File: src/rtl/icache_req_arbiter_if.sv
// Request/response bundle between the fetch-side requesters, the icache port
// and icache_req_arbiter. The arbiter connects through the slave modport.
interface icache_req_arbiter_if #(
    parameter int ADDR_W = 40,
    parameter int LINE_W = 128
);
    logic              dem_valid_i;
    logic [ADDR_W-1:0] dem_vaddr_i;
    logic              dem_ready_o;
    logic              pf_valid_i;
    logic [ADDR_W-1:0] pf_vaddr_i;
    logic              pf_ready_o;
    logic              flush_i;
    logic              ic_req_valid_o;
    logic [ADDR_W-1:0] ic_req_vaddr_o;
    logic              ic_req_ready_i;
    logic              ic_req_kill_o;
    logic              ic_resp_valid_i;
    logic [LINE_W-1:0] ic_resp_data_i;
    logic              ic_resp_xcpt_i;
    logic [LINE_W-1:0] resp_data_o;
    logic              resp_xcpt_o;
    logic              dem_resp_valid_o;
    logic              pf_resp_valid_o;
    logic [ADDR_W-1:0] pf_resp_vaddr_o;
    logic              timeout_o;
    logic [15:0]       merge_cnt_o;

    modport slave (
        input  dem_valid_i, dem_vaddr_i, pf_valid_i, pf_vaddr_i, flush_i,
               ic_req_ready_i, ic_resp_valid_i, ic_resp_data_i, ic_resp_xcpt_i,
        output dem_ready_o, pf_ready_o, ic_req_valid_o, ic_req_vaddr_o,
               ic_req_kill_o, resp_data_o, resp_xcpt_o, dem_resp_valid_o,
               pf_resp_valid_o, pf_resp_vaddr_o, timeout_o, merge_cnt_o
    );

    modport master (
        output dem_valid_i, dem_vaddr_i, pf_valid_i, pf_vaddr_i, flush_i,
               ic_req_ready_i, ic_resp_valid_i, ic_resp_data_i, ic_resp_xcpt_i,
        input  dem_ready_o, pf_ready_o, ic_req_valid_o, ic_req_vaddr_o,
               ic_req_kill_o, resp_data_o, resp_xcpt_o, dem_resp_valid_o,
               pf_resp_valid_o, pf_resp_vaddr_o, timeout_o, merge_cnt_o
    );
endinterface

File: src/rtl/icache_req_arbiter.sv
// Shares the single icache request port between demand fetch and the next-line
// prefetcher: one outstanding request, demand priority, merge, flush drain, timeout.
module icache_req_arbiter #(
    parameter int ADDR_W  = 40,
    parameter int LINE_W  = 128,
    parameter int OFFS_W  = 4,
    parameter int TIMEOUT = 255
) (
    input  logic                 clk_i,
    input  logic                 rst_i,
    icache_req_arbiter_if.slave  bus
);
    localparam int TW = $clog2(TIMEOUT + 1);

    typedef enum logic [1:0] {S_IDLE, S_WAIT, S_DRAIN} state_e;
    typedef enum logic       {OWN_DEM, OWN_PF}         owner_e;

    state_e            state_q, state_d;
    owner_e            owner_q, owner_d;
    logic [ADDR_W-1:0] addr_q, addr_d;
    logic [TW-1:0]     timer_q, timer_d;
    logic [15:0]       merge_cnt_q, merge_cnt_d;
    logic [LINE_W-1:0] resp_data_q, resp_data_d;
    logic              resp_xcpt_q, resp_xcpt_d;
    logic              dem_resp_valid_q, dem_resp_valid_d;
    logic              pf_resp_valid_q, pf_resp_valid_d;

    logic              req_valid, dem_ready, pf_ready, req_kill, timeout;
    logic [ADDR_W-1:0] req_vaddr;
    logic              line_match, timer_hit, merge;

    assign line_match = (bus.dem_vaddr_i[ADDR_W-1:OFFS_W] == addr_q[ADDR_W-1:OFFS_W]);
    assign timer_hit  = (timer_q == TW'(TIMEOUT - 1));

    // NOTE: every signal written here gets a default first so no path leaves it unassigned (no latches).
    always_comb begin
        state_d          = state_q;
        owner_d          = owner_q;
        addr_d           = addr_q;
        timer_d          = timer_q;
        merge_cnt_d      = merge_cnt_q;
        resp_data_d      = resp_data_q;
        resp_xcpt_d      = resp_xcpt_q;
        dem_resp_valid_d = 1'b0;
        pf_resp_valid_d  = 1'b0;
        req_valid        = 1'b0;
        req_vaddr        = bus.dem_valid_i ? bus.dem_vaddr_i : bus.pf_vaddr_i;
        dem_ready        = 1'b0;
        pf_ready         = 1'b0;
        req_kill         = 1'b0;
        timeout          = 1'b0;
        merge            = 1'b0;

        unique case (state_q)
            S_IDLE: begin
                req_valid = (bus.dem_valid_i | bus.pf_valid_i) & ~bus.flush_i;
                dem_ready = bus.dem_valid_i & bus.ic_req_ready_i & ~bus.flush_i;
                pf_ready  = bus.pf_valid_i & ~bus.dem_valid_i & bus.ic_req_ready_i & ~bus.flush_i;
                if (dem_ready || pf_ready) begin
                    addr_d  = req_vaddr;
                    owner_d = dem_ready ? OWN_DEM : OWN_PF;
                    timer_d = '0;
                    state_d = S_WAIT;
                end
            end

            S_WAIT: begin
                timer_d = timer_q + TW'(1);
                if (bus.flush_i) begin
                    // A response coinciding with the flush is simply dropped; nothing left to kill.
                    if (bus.ic_resp_valid_i) begin
                        state_d = S_IDLE;
                    end else begin
                        req_kill = 1'b1;
                        timeout  = timer_hit;
                        state_d  = timer_hit ? S_IDLE : S_DRAIN;
                    end
                end else begin
                    merge = (owner_q == OWN_PF) & bus.dem_valid_i & line_match &
                            (bus.ic_resp_valid_i | ~timer_hit);
                    if (merge) begin
                        dem_ready = 1'b1;
                        owner_d   = OWN_DEM;
                        if (merge_cnt_q != 16'hFFFF) merge_cnt_d = merge_cnt_q + 16'd1;
                    end
                    if (bus.ic_resp_valid_i) begin
                        resp_data_d = bus.ic_resp_data_i;
                        resp_xcpt_d = bus.ic_resp_xcpt_i;
                        if (owner_q == OWN_DEM || merge) dem_resp_valid_d = 1'b1;
                        else                             pf_resp_valid_d  = 1'b1;
                        state_d = S_IDLE;
                    end else if (timer_hit) begin
                        timeout  = 1'b1;
                        req_kill = 1'b1;
                        state_d  = S_IDLE;
                    end
                end
            end

            S_DRAIN: begin
                timer_d = timer_q + TW'(1);
                if (bus.ic_resp_valid_i) begin
                    state_d = S_IDLE;
                end else if (timer_hit) begin
                    timeout  = 1'b1;
                    req_kill = 1'b1;
                    state_d  = S_IDLE;
                end
            end

            default: state_d = S_IDLE;
        endcase

        // The reset cycle abandons whatever is in flight, so no handshake or kill escapes it.
        if (rst_i) begin
            req_valid = 1'b0;
            dem_ready = 1'b0;
            pf_ready  = 1'b0;
            req_kill  = 1'b0;
            timeout   = 1'b0;
        end
    end

    // NOTE: state is updated only with non-blocking assignments so all flops sample the same pre-edge values.
    always_ff @(posedge clk_i) begin
        if (rst_i) begin
            state_q          <= S_IDLE;
            owner_q          <= OWN_DEM;
            addr_q           <= '0;
            timer_q          <= '0;
            merge_cnt_q      <= '0;
            resp_data_q      <= '0;
            resp_xcpt_q      <= 1'b0;
            dem_resp_valid_q <= 1'b0;
            pf_resp_valid_q  <= 1'b0;
        end else begin
            state_q          <= state_d;
            owner_q          <= owner_d;
            addr_q           <= addr_d;
            timer_q          <= timer_d;
            merge_cnt_q      <= merge_cnt_d;
            resp_data_q      <= resp_data_d;
            resp_xcpt_q      <= resp_xcpt_d;
            dem_resp_valid_q <= dem_resp_valid_d;
            pf_resp_valid_q  <= pf_resp_valid_d;
        end
    end

    assign bus.ic_req_valid_o   = req_valid;
    assign bus.ic_req_vaddr_o   = req_vaddr;
    assign bus.dem_ready_o      = dem_ready;
    assign bus.pf_ready_o       = pf_ready;
    assign bus.ic_req_kill_o    = req_kill;
    assign bus.timeout_o        = timeout;
    assign bus.resp_data_o      = resp_data_q;
    assign bus.resp_xcpt_o      = resp_xcpt_q;
    assign bus.dem_resp_valid_o = dem_resp_valid_q;
    assign bus.pf_resp_valid_o  = pf_resp_valid_q;
    assign bus.pf_resp_vaddr_o  = {addr_q[ADDR_W-1:OFFS_W], {OFFS_W{1'b0}}};
    assign bus.merge_cnt_o      = merge_cnt_q;
endmodule
File: src/flat_wrapper.sv
// flat-port wrapper written by rule: the top's interface ports become plain ports
module icache_req_arbiter_flat 
#(
    parameter int ADDR_W  = 40,
    parameter int LINE_W  = 128,
    parameter int OFFS_W  = 4,
    parameter int TIMEOUT = 255
)
  (clk_i, rst_i, bus_dem_valid_i, bus_dem_vaddr_i, bus_pf_valid_i, bus_pf_vaddr_i, bus_flush_i, bus_ic_req_ready_i, bus_ic_resp_valid_i, bus_ic_resp_data_i, bus_ic_resp_xcpt_i, bus_dem_ready_o, bus_pf_ready_o, bus_ic_req_valid_o, bus_ic_req_vaddr_o, bus_ic_req_kill_o, bus_resp_data_o, bus_resp_xcpt_o, bus_dem_resp_valid_o, bus_pf_resp_valid_o, bus_pf_resp_vaddr_o, bus_timeout_o, bus_merge_cnt_o);
  icache_req_arbiter_if #(.ADDR_W(ADDR_W), .LINE_W(LINE_W)) bus_i ();
  input  logic clk_i;
  input  logic rst_i;
  input wire logic [$bits(bus_i.dem_valid_i)-1:0] bus_dem_valid_i;
  input wire logic [$bits(bus_i.dem_vaddr_i)-1:0] bus_dem_vaddr_i;
  input wire logic [$bits(bus_i.pf_valid_i)-1:0] bus_pf_valid_i;
  input wire logic [$bits(bus_i.pf_vaddr_i)-1:0] bus_pf_vaddr_i;
  input wire logic [$bits(bus_i.flush_i)-1:0] bus_flush_i;
  input wire logic [$bits(bus_i.ic_req_ready_i)-1:0] bus_ic_req_ready_i;
  input wire logic [$bits(bus_i.ic_resp_valid_i)-1:0] bus_ic_resp_valid_i;
  input wire logic [$bits(bus_i.ic_resp_data_i)-1:0] bus_ic_resp_data_i;
  input wire logic [$bits(bus_i.ic_resp_xcpt_i)-1:0] bus_ic_resp_xcpt_i;
  output wire logic [$bits(bus_i.dem_ready_o)-1:0] bus_dem_ready_o;
  output wire logic [$bits(bus_i.pf_ready_o)-1:0] bus_pf_ready_o;
  output wire logic [$bits(bus_i.ic_req_valid_o)-1:0] bus_ic_req_valid_o;
  output wire logic [$bits(bus_i.ic_req_vaddr_o)-1:0] bus_ic_req_vaddr_o;
  output wire logic [$bits(bus_i.ic_req_kill_o)-1:0] bus_ic_req_kill_o;
  output wire logic [$bits(bus_i.resp_data_o)-1:0] bus_resp_data_o;
  output wire logic [$bits(bus_i.resp_xcpt_o)-1:0] bus_resp_xcpt_o;
  output wire logic [$bits(bus_i.dem_resp_valid_o)-1:0] bus_dem_resp_valid_o;
  output wire logic [$bits(bus_i.pf_resp_valid_o)-1:0] bus_pf_resp_valid_o;
  output wire logic [$bits(bus_i.pf_resp_vaddr_o)-1:0] bus_pf_resp_vaddr_o;
  output wire logic [$bits(bus_i.timeout_o)-1:0] bus_timeout_o;
  output wire logic [$bits(bus_i.merge_cnt_o)-1:0] bus_merge_cnt_o;
  assign bus_i.dem_valid_i = bus_dem_valid_i;
  assign bus_i.dem_vaddr_i = bus_dem_vaddr_i;
  assign bus_i.pf_valid_i = bus_pf_valid_i;
  assign bus_i.pf_vaddr_i = bus_pf_vaddr_i;
  assign bus_i.flush_i = bus_flush_i;
  assign bus_i.ic_req_ready_i = bus_ic_req_ready_i;
  assign bus_i.ic_resp_valid_i = bus_ic_resp_valid_i;
  assign bus_i.ic_resp_data_i = bus_ic_resp_data_i;
  assign bus_i.ic_resp_xcpt_i = bus_ic_resp_xcpt_i;
  assign bus_dem_ready_o = bus_i.dem_ready_o;
  assign bus_pf_ready_o = bus_i.pf_ready_o;
  assign bus_ic_req_valid_o = bus_i.ic_req_valid_o;
  assign bus_ic_req_vaddr_o = bus_i.ic_req_vaddr_o;
  assign bus_ic_req_kill_o = bus_i.ic_req_kill_o;
  assign bus_resp_data_o = bus_i.resp_data_o;
  assign bus_resp_xcpt_o = bus_i.resp_xcpt_o;
  assign bus_dem_resp_valid_o = bus_i.dem_resp_valid_o;
  assign bus_pf_resp_valid_o = bus_i.pf_resp_valid_o;
  assign bus_pf_resp_vaddr_o = bus_i.pf_resp_vaddr_o;
  assign bus_timeout_o = bus_i.timeout_o;
  assign bus_merge_cnt_o = bus_i.merge_cnt_o;
  icache_req_arbiter #(.ADDR_W(ADDR_W), .LINE_W(LINE_W), .OFFS_W(OFFS_W), .TIMEOUT(TIMEOUT)) u_core (.clk_i(clk_i), .rst_i(rst_i), .bus(bus_i));
endmodule
File: config.mk
export PLATFORM = sky130hd
export DESIGN_NAME = icache_req_arbiter_flat
export DESIGN_NICKNAME = d
export VERILOG_FILES = /design/src/rtl/icache_req_arbiter_if.sv /design/src/rtl/icache_req_arbiter.sv /design/src/flat_wrapper.sv
export SDC_FILE = /design/constraint.sdc
export NUM_CORES = 1
export LEC_CHECK = 0
export ABC_AREA = 1
export BUFFER_PORTS_ARGS = -buffer_cell sky130_fd_sc_hd__buf_2
export CAP_MARGIN = 25
export CORE_MARGIN = 2
export CORE_UTILIZATION = 25
export CTS_CLUSTER_SIZE = 25
export DETAILED_ROUTE_END_ITERATION = 7
export HOLD_SLACK_MARGIN = 0.03
export SLEW_MARGIN = 25
export SYNTH_ARGS = -nofsm -noshare
export SYNTH_HDL_FRONTEND = slang
export SYNTH_SLANG_ARGS = --single-unit
File: constraint.sdc
create_clock -name clk_i -period 1.9 [get_ports clk_i]
set_input_delay 0.19 -clock clk_i [delete_from_list [all_inputs] [get_ports clk_i]]
set_output_delay 0.19 -clock clk_i [all_outputs]
set_load 0.03 [all_outputs]
==> results of run 1 <==
## final timing paths
check,start,end,slack (ps),depth (start not counted)
worst max register to register,u_core.timer_q[0],u_core.bus.merge_cnt_o[2],-90,16
worst min register to register,u_core.bus.resp_data_o[66],u_core.bus.resp_data_o[66],460,2
worst min-delay path,bus_ic_resp_data_i[38],u_core.bus.resp_data_o[38],90,3
worst max-delay path,u_core.timer_q[0],bus_dem_ready_o,-330,13
## power by group
| part | internal, mW | switching (mW) |
|---|---|---|
| clock | 1.79 | 1.86 |
| sequential | 4.20 | 0.0855 |
| combinational | 1.01 | 1.40 |
## what timing repair did
item | CTS | global route
buffers inserted | 71 | 9
hold buffers | 135 | 0
pin swaps | 39 | 45
endpoints found under the hold margin | 132 | 0
gates cloned | 0 | 3
resized for setup | 101 | 82
endpoints found under the setup margin | 18 | 25
## routing by layer
metal,wire [um],track usage
met1,15500,0.227
met3,2570,0.0435
met5,13,0
met4,982,0.0713
met2,18000,0.317
## final cells by class
cell class	count	area, um^2	share of cell area
diodes	6	15.0	0.00100
well taps	461	577	0.0385
multi-input cells	930	4570	0.305
clock inverters	14	143	0.00953
clock buffers	18	439	0.0293
repair buffers	709	4850	0.324
inverters	120	450	0.0301
flip-flops and latches	194	3920	0.262
## sequential cells by signal (all words and copies together), names as in the netlist
register	cells
u_core.bus.pf_resp_valid_o	1
u_core.bus.resp_data_o	128
u_core.bus.dem_resp_valid_o	1
u_core.addr_q	36
u_core.owner_q	1
u_core.timer_q	8
u_core.state_q	2
u_core.bus.resp_xcpt_o	1
u_core.bus.merge_cnt_o	16
## critical path, cell delays in order, from the launching register on
cell	delay, ps
sky130_fd_sc_hd__dfxtp_2	340
sky130_fd_sc_hd__inv_2	50
sky130_fd_sc_hd__ha_4	160
sky130_fd_sc_hd__nand2_4	60
sky130_fd_sc_hd__nor2_4	40
sky130_fd_sc_hd__nand3_2	80
sky130_fd_sc_hd__inv_2	40
sky130_fd_sc_hd__nor2_2	110
sky130_fd_sc_hd__nand2_2	90
sky130_fd_sc_hd__nor2_4	140
sky130_fd_sc_hd__nand3_4	110
sky130_fd_sc_hd__inv_2	70
sky130_fd_sc_hd__o21a_1	160
sky130_fd_sc_hd__buf_6	150
## stage by stage
step	power, mW	hold WS (ps)
3_3_place_gp	6.24	437
5_1_grt	10.8	78.9
6_report	10.3	85.0
4_1_cts	10.4	42.6
2_1_floorplan	5.43	355
3_5_place_dp	6.25	448
## kinds of logic (layout without fill, tap and decap cells)
group | Yosys count | count (layout) | share of synthesized area
buf+inv | 206 | 861 | 0.0918
simple gates | 643 | 643 | 0.302
xor+xnor | 5 | 5 | 0.00492
flops | 194 | 194 | 0.437
fa+ha+maj | 7 | 7 | 0.00984
compound gates | 271 | 271 | 0.154
other cells | 1 | 10 | 0.000421
## cells in the final DEF, fill, tap and decap left out, types with 5 or more instances in the layout
cell,Yosys,final
sky130_fd_sc_hd__nand4_1,9,9
sky130_fd_sc_hd__o21ai_1,2,5
sky130_fd_sc_hd__diode_2,0,6
sky130_fd_sc_hd__ha_1,7,5
sky130_fd_sc_hd__buf_12,0,8
sky130_fd_sc_hd__nor2_1,86,65
sky130_fd_sc_hd__nand3_1,161,152
sky130_fd_sc_hd__o21ai_0,83,79
sky130_fd_sc_hd__a21oi_1,178,175
sky130_fd_sc_hd__dlygate4sd3_1,0,135
sky130_fd_sc_hd__nor2_2,2,11
sky130_fd_sc_hd__inv_2,1,17
sky130_fd_sc_hd__dfxtp_2,0,26
sky130_fd_sc_hd__nand2_2,1,33
sky130_fd_sc_hd__buf_6,1,34
sky130_fd_sc_hd__buf_2,14,438
sky130_fd_sc_hd__dfxtp_1,194,167
sky130_fd_sc_hd__nor3_1,10,9
sky130_fd_sc_hd__inv_1,118,103
sky130_fd_sc_hd__nor2_4,1,13
sky130_fd_sc_hd__nand2_1,366,330
sky130_fd_sc_hd__clkbuf_16,0,19
sky130_fd_sc_hd__nand3_2,1,7
sky130_fd_sc_hd__buf_4,5,90
## Yosys cell counts, types with 4 or more instances
| library cell | number |
|---|---|
| sky130_fd_sc_hd__nand3_1 | 161 |
| sky130_fd_sc_hd__buf_4 | 5 |
| sky130_fd_sc_hd__inv_1 | 118 |
| sky130_fd_sc_hd__ha_1 | 7 |
| sky130_fd_sc_hd__xnor2_1 | 5 |
| sky130_fd_sc_hd__a31oi_1 | 4 |
| sky130_fd_sc_hd__nand2_1 | 366 |
| sky130_fd_sc_hd__nor3_1 | 10 |
| sky130_fd_sc_hd__nor2_1 | 86 |
| sky130_fd_sc_hd__o21ai_0 | 83 |
| sky130_fd_sc_hd__dfxtp_1 | 194 |
| sky130_fd_sc_hd__nand4_1 | 9 |
| sky130_fd_sc_hd__a21oi_1 | 178 |
| sky130_fd_sc_hd__buf_2 | 14 |
| sky130_fd_sc_hd__clkbuf_1 | 66 |
==> summary.json, run 1 <==
{
  "grt_pass1_vias": 10600,
  "clk_root_buffer_cell": "sky130_fd_sc_hd__clkbuf_16",
  "area_growth_syn_to_layout_pct": 68.2,
  "synth_top_cell_by_area": "sky130_fd_sc_hd__dfxtp_1",
  "syn_area_um2": 8900,
  "fin_crit_ps": 2230,
  "cellPowerDensity_nw_per_um2": 690,
  "drv_slew": 0,
  "tritoncts.num_buffers": 17,
  "via_per_inst": 4.63,
  "post_dp_cell_area_um2": 12100,
  "syn_avg_cell_area_um2": 6.70,
  "synthFlopType": "sky130_fd_sc_hd__dfxtp_1",
  "netlist_instances": 1327,
  "synth_area_leaders": "sky130_fd_sc_hd__dfxtp_1 (44%), sky130_fd_sc_hd__nand2_1 (15%), sky130_fd_sc_hd__a21oi_1 (10%), sky130_fd_sc_hd__nand3_1 (9.1%), sky130_fd_sc_hd__inv_1 (5.0%)",
  "timing.setup.tns_ps": -1410,
  "p_leak_nw": 7.08,
  "final_core_util": 0.424,
  "final_nets": 2195,
  "grt_start_max_net_pins": 132,
  "num_io_pins": 448,
  "dpl.cell_count": 2225,
  "count_of_vias_placed_by_the_detailed_router": 11400,
  "rows": 69,
  "clock_path_buffers": 2,
  "final.setup.worst_slack_ps": -327,
  "max_slew_margin": 0.544,
  "clkSlewWorstSetupHoldPaths_ps": 80,
  "detail_route.iter0.violations": 669,
  "critical_path_class": "reg -> out",
  "violations": "negative setup slack",
  "drt_wl_total_um": 37100,
  "place_ws_ps": -47.2,
  "clock_insertion_delay_worst_skew_ps": 450,
  "place_congestion": 0.902,
  "maximum_fanout_encountered_on_the_critical_timing_path": 2,
  "detail-route-antenna-nets": 0,
  "chipWidth_um": 193,
  "clock_sinks": 194,
  "globalRoute.totalOverflow": 0,
  "final_cell_count_no_fill": 2452,
  "timing.hold.worst.class": "in -> reg",
  "run_status": "finished with violations",
  "tritoncts": "yes",
  "synth_enable_flop_cells": 0,
  "die_h_um": 193,
  "core_um2": 35300,
  "grt_first_pass_wirelength_um": 54600,
  "yosysSeqAreaShare": 0.437,
  "finalCritPeriodShare": 1.17,
  "clock_skew_ps": 12.7,
  "setup_violations": 17,
  "drv_cap": 0,
  "setup.worst_path.start_class": "flip-flop",
  "post_route_cells_drive_above_1_share": 0.370,
  "synth.yosys.warnings": 0,
  "ir_drop_v": 0.000609,
  "dp_hpwl_um": 24800,
  "gr-usage-all-layers": 0.186,
  "timing.final.hold_violations": 0,
  "synth-seq-cells": 194,
  "grt_setup_unrepaired": "yes",
  "worstSetupEndpointType": "output pin",
  "drt_pre_antenna_iters": 5,
  "synthArstFlopShare": 0,
  "routedWlPerCell_um": 15.1,
  "filler_cell_count": 3555,
  "detail_route.drc_violations": 0,
  "design.die.area_um2": 37100,
  "worstPathArrival_ps": 2040,
  "post-route-cell-area_um2": 15000,
  "cts_max_level": 4,
  "critPathRequiredTime_ps": 1710,
  "number_of_port_buffers": 443,
  "floorplan.initialDensity": 0.252,
  "synthDominantCellAreaShare": 0.437,
  "grt_antenna_before_repair": 8,
  "worst_slew_pin_slew_ps": 684,
  "fmaxAchievable_mhz": 449,
  "post_synth_num_cell_types": 31
}
(Power assumes the default switching activity.)
==> inputs of run 2 (changes only) <==
--- a/config.mk
+++ b/config.mk
@@ -5,12 +5,11 @@
 export SDC_FILE = /design/constraint.sdc
 export NUM_CORES = 1
 export LEC_CHECK = 0
-export ABC_AREA = 1
 export BUFFER_PORTS_ARGS = -buffer_cell sky130_fd_sc_hd__buf_2
 export CAP_MARGIN = 25
 export CORE_MARGIN = 2
 export CORE_UTILIZATION = 25
-export CTS_CLUSTER_SIZE = 25
+export CTS_CLUSTER_SIZE = 10
 export DETAILED_ROUTE_END_ITERATION = 7
 export HOLD_SLACK_MARGIN = 0.03
 export SLEW_MARGIN = 25
==> run 2 against run 1 <==
Against the previous run: the run still ends with negative setup slack left; first-iteration DRC count down 7.3%; critical path type unchanged; cell area down 8.7%; largest cell class unchanged; global-route usage down 0.50 points; sequential cell count unchanged; routed wire length down 14%; synthesized cell count down 24%; hold slack worse by 32 ps; clock power down 2%; clock skew up 3.7 ps; via count down 16%.
==> summary.json, run 2 <==
{
  "gr-usage-all-layers": 0.181,
  "setup_violations": 21,
  "critical_path_class": "reg -> out",
  "place_congestion": 0.855,
  "synth_top_cell_by_area": "sky130_fd_sc_hd__dfxtp_1",
  "critPathRequiredTime_ps": 1710,
  "count_of_vias_placed_by_the_detailed_router": 9486,
  "finalCritPeriodShare": 1.33,
  "timing.hold.worst.class": "in -> reg",
  "layout_common_cells": "sky130_fd_sc_hd__buf_2 (438), sky130_fd_sc_hd__nand2_1 (341), sky130_fd_sc_hd__dfxtp_1 (181), sky130_fd_sc_hd__a21oi_1 (180), sky130_fd_sc_hd__dlygate4sd3_1 (126)",
  "p_comb_frac": 0.169,
  "timing.final.hold_violations": 0,
  "seq_power_share": 0.448,
  "detail-route-antenna-nets": 0,
  "final_cell_count_no_fill": 2065,
  "power.switching_mw": 2.58,
  "pwr-share-clk": 0.383,
  "die_h_um": 183,
  "dpl.cell_count": 1886,
  "grt_antenna_before_repair": 2,
  "clock_insertion_delay_worst_skew_ps": 450,
  "area_growth_syn_to_layout_pct": 70.2,
  "design.die.area_um2": 33600,
  "ir_drop_v": 0.000563,
  "fmaxAchievable_mhz": 396,
  "grt_first_pass_wirelength_um": 47800,
  "final_nets": 1872,
  "switching_share": 0.276,
  "synth_area_leaders": "sky130_fd_sc_hd__dfxtp_1 (48%), sky130_fd_sc_hd__nand2_1 (16%), sky130_fd_sc_hd__a21oi_1 (11%), sky130_fd_sc_hd__mux2_2 (5.6%), sky130_fd_sc_hd__xor2_1 (4.0%)",
  "drt_pre_antenna_iters": 5,
  "worstPathArrival_ps": 2340,
  "syn_avg_cell_area_um2": 7.94,
  "max_slew_margin": 0.615,
  "cellPowerDensity_nw_per_um2": 684,
  "violations": "negative setup slack",
  "internal_power_mw": 6.78,
  "final_core_util": 0.433,
  "detail_route.drc_violations": 0,
  "synth-seq-cells": 194,
  "via_per_inst": 4.59,
  "routedWlPerCell_um": 15.5,
  "synthMostInstantiatedCell": "sky130_fd_sc_hd__nand2_1",
  "number_of_port_buffers": 443,
  "worstSetupEndpointType": "output pin",
  "post_synth_num_cell_types": 43,
  "clock_sinks": 194,
  "yosys-top-cells-count": "sky130_fd_sc_hd__nand2_1 (345), sky130_fd_sc_hd__dfxtp_1 (194), sky130_fd_sc_hd__a21oi_1 (184)",
  "yosysSeqAreaShare": 0.484,
  "p_leak_nw": 6.19,
  "clk_root_buffer_cell": "sky130_fd_sc_hd__clkbuf_16",
  "synthDominantCellAreaShare": 0.484,
  "maximum_fanout_encountered_on_the_critical_timing_path": 2,
  "final_common_cell": "sky130_fd_sc_hd__buf_2",
  "synth_enable_flop_cells": 0,
  "globalRoute.totalOverflow": 0,
  "grt_pass1_vias": 9140,
  "clock_path_buffers": 2,
  "drv_cap": 0,
  "tritoncts": "yes",
  "drt_wl_total_um": 32000,
  "syn_area_um2": 8030,
  "clock_skew_ps": 16.4,
  "num_io_pins": 448,
  "clkSlewWorstSetupHoldPaths_ps": 70,
  "synthArstFlopShare": 0,
  "drv_slew": 0,
  "dp_hpwl_um": 21600,
  "synth.yosys.warnings": 0,
  "worst_slew_pin_slew_ps": 578,
  "netlist_instances": 1011,
  "chipWidth_um": 183,
  "largest_register_ff_count": 128,
  "core_um2": 31600,
  "grt_setup_unrepaired": "yes",
  "fin_total_pwr_mw": 9.36,
  "fin_crit_ps": 2530,
  "synthFlopType": "sky130_fd_sc_hd__dfxtp_1",
  "setup.worst_path.start_class": "flip-flop",
  "floorplan.initialDensity": 0.254,
  "run_status": "finished with violations",
  "rows": 65,
  "detail_route.iter0.violations": 620,
  "post_route_cells_drive_above_1_share": 0.410,
  "grt_start_max_net_pins": 89,
  "final.setup.worst_slack_ps": -628,
  "tritoncts.num_buffers": 17,
  "cts_max_level": 4
}
## run 2: metrics by stage
step / hold slack, ps / setup TNS [ps] / worst slack (ps) / cell area [um^2]
CTS: 30.5 / -9670 / -665 / 13600
global placement: 429 / -9040 / -519 / 11400
finish: 52.8 / -9600 / -628 / 13700
floorplan: 326 / -5810 / -362 / 8120
detailed placement: 436 / -10250 / -532 / 11400
global route: 37.7 / -11610 / -808 / 13700
## run 2: metal layers
metal | global-route usage | up-vias | share of wire | routed length (um)
li1 | - | 4621 | - | -
met1 | 0.223 | 4448 | 0.42 | 13400
met2 | 0.311 | 363 | 0.49 | 15800
met3 | 0.0411 | 54 | 0.063 | 2010
met4 | 0.0650 | 0 | 0.023 | 752
met5 | 0 | - | 0 | 0
## run 2: path summary, 6_finish.rpt
path / from / slack (ps) / depth (start not counted) / endpoint
min: bus_ic_resp_data_i[123] / 50 / 3 / u_core.bus.resp_data_o[123]
max reg2reg: u_core.addr_q[31] / -560 / 7 / u_core.bus.merge_cnt_o[8]
max: u_core.addr_q[36] / -630 / 7 / bus_dem_ready_o
min reg2reg: u_core.bus.resp_data_o[44] / 450 / 2 / u_core.bus.resp_data_o[44]
## run 2: kinds of logic after synthesis
kind of cell / Yosys count / share of synthesized area
multiplexers: 41 / 0.0573
buffers and inverters: 79 / 0.0402
XOR/XNOR: 42 / 0.0458
AND/OR/NAND/NOR: 434 / 0.225
adder cells (fa/ha/maj): 7 / 0.0109
AO/OA/AOI/OAI: 213 / 0.136
other: 1 / 0.000467
flip-flops: 194 / 0.484
## run 2: area by class of cell
type                            count  area [um^2]
Antenna cell                        1         2.50
Clock buffer                       22          475
Clock inverter                     10         98.8
Fill cell                        3109        17900
Inverter                            8         32.5
Multi-Input combinational cell    743         4080
Sequential cell                   194         3910
Tap cell                          402          503
Timing Repair Buffer              685         4570
## run 2: critical path: stages, from the launching register on
cell and delay, ps:
sky130_fd_sc_hd__dfxtp_1 320, sky130_fd_sc_hd__xor2_1 180, sky130_fd_sc_hd__nor4_2 340, sky130_fd_sc_hd__nand4_1 220, sky130_fd_sc_hd__nor4_4 360, sky130_fd_sc_hd__a32oi_1 130, sky130_fd_sc_hd__nor3_4 180, sky130_fd_sc_hd__buf_6 160
## run 2: repair_timing
item,CTS,global route
gates cloned,2,1
pin swaps,16,10
setup endpoints to repair,23,45
hold endpoints to repair,126,0
resized for setup,51,17
hold buffers,126,0
buffers inserted,15,3
## run 2: power groups by stage
stage / Sequential, mW / Combinational [mW] / Clock (mW)
after global placement: 4.28 / 1.32 / 0
after detailed placement: 4.28 / 1.32 / 0
after CTS: 4.19 / 1.56 / 3.70
after floorplan: 4.44 / 0.555 / 0
final: 4.19 / 1.58 / 3.58
after global routing: 4.20 / 1.68 / 3.84
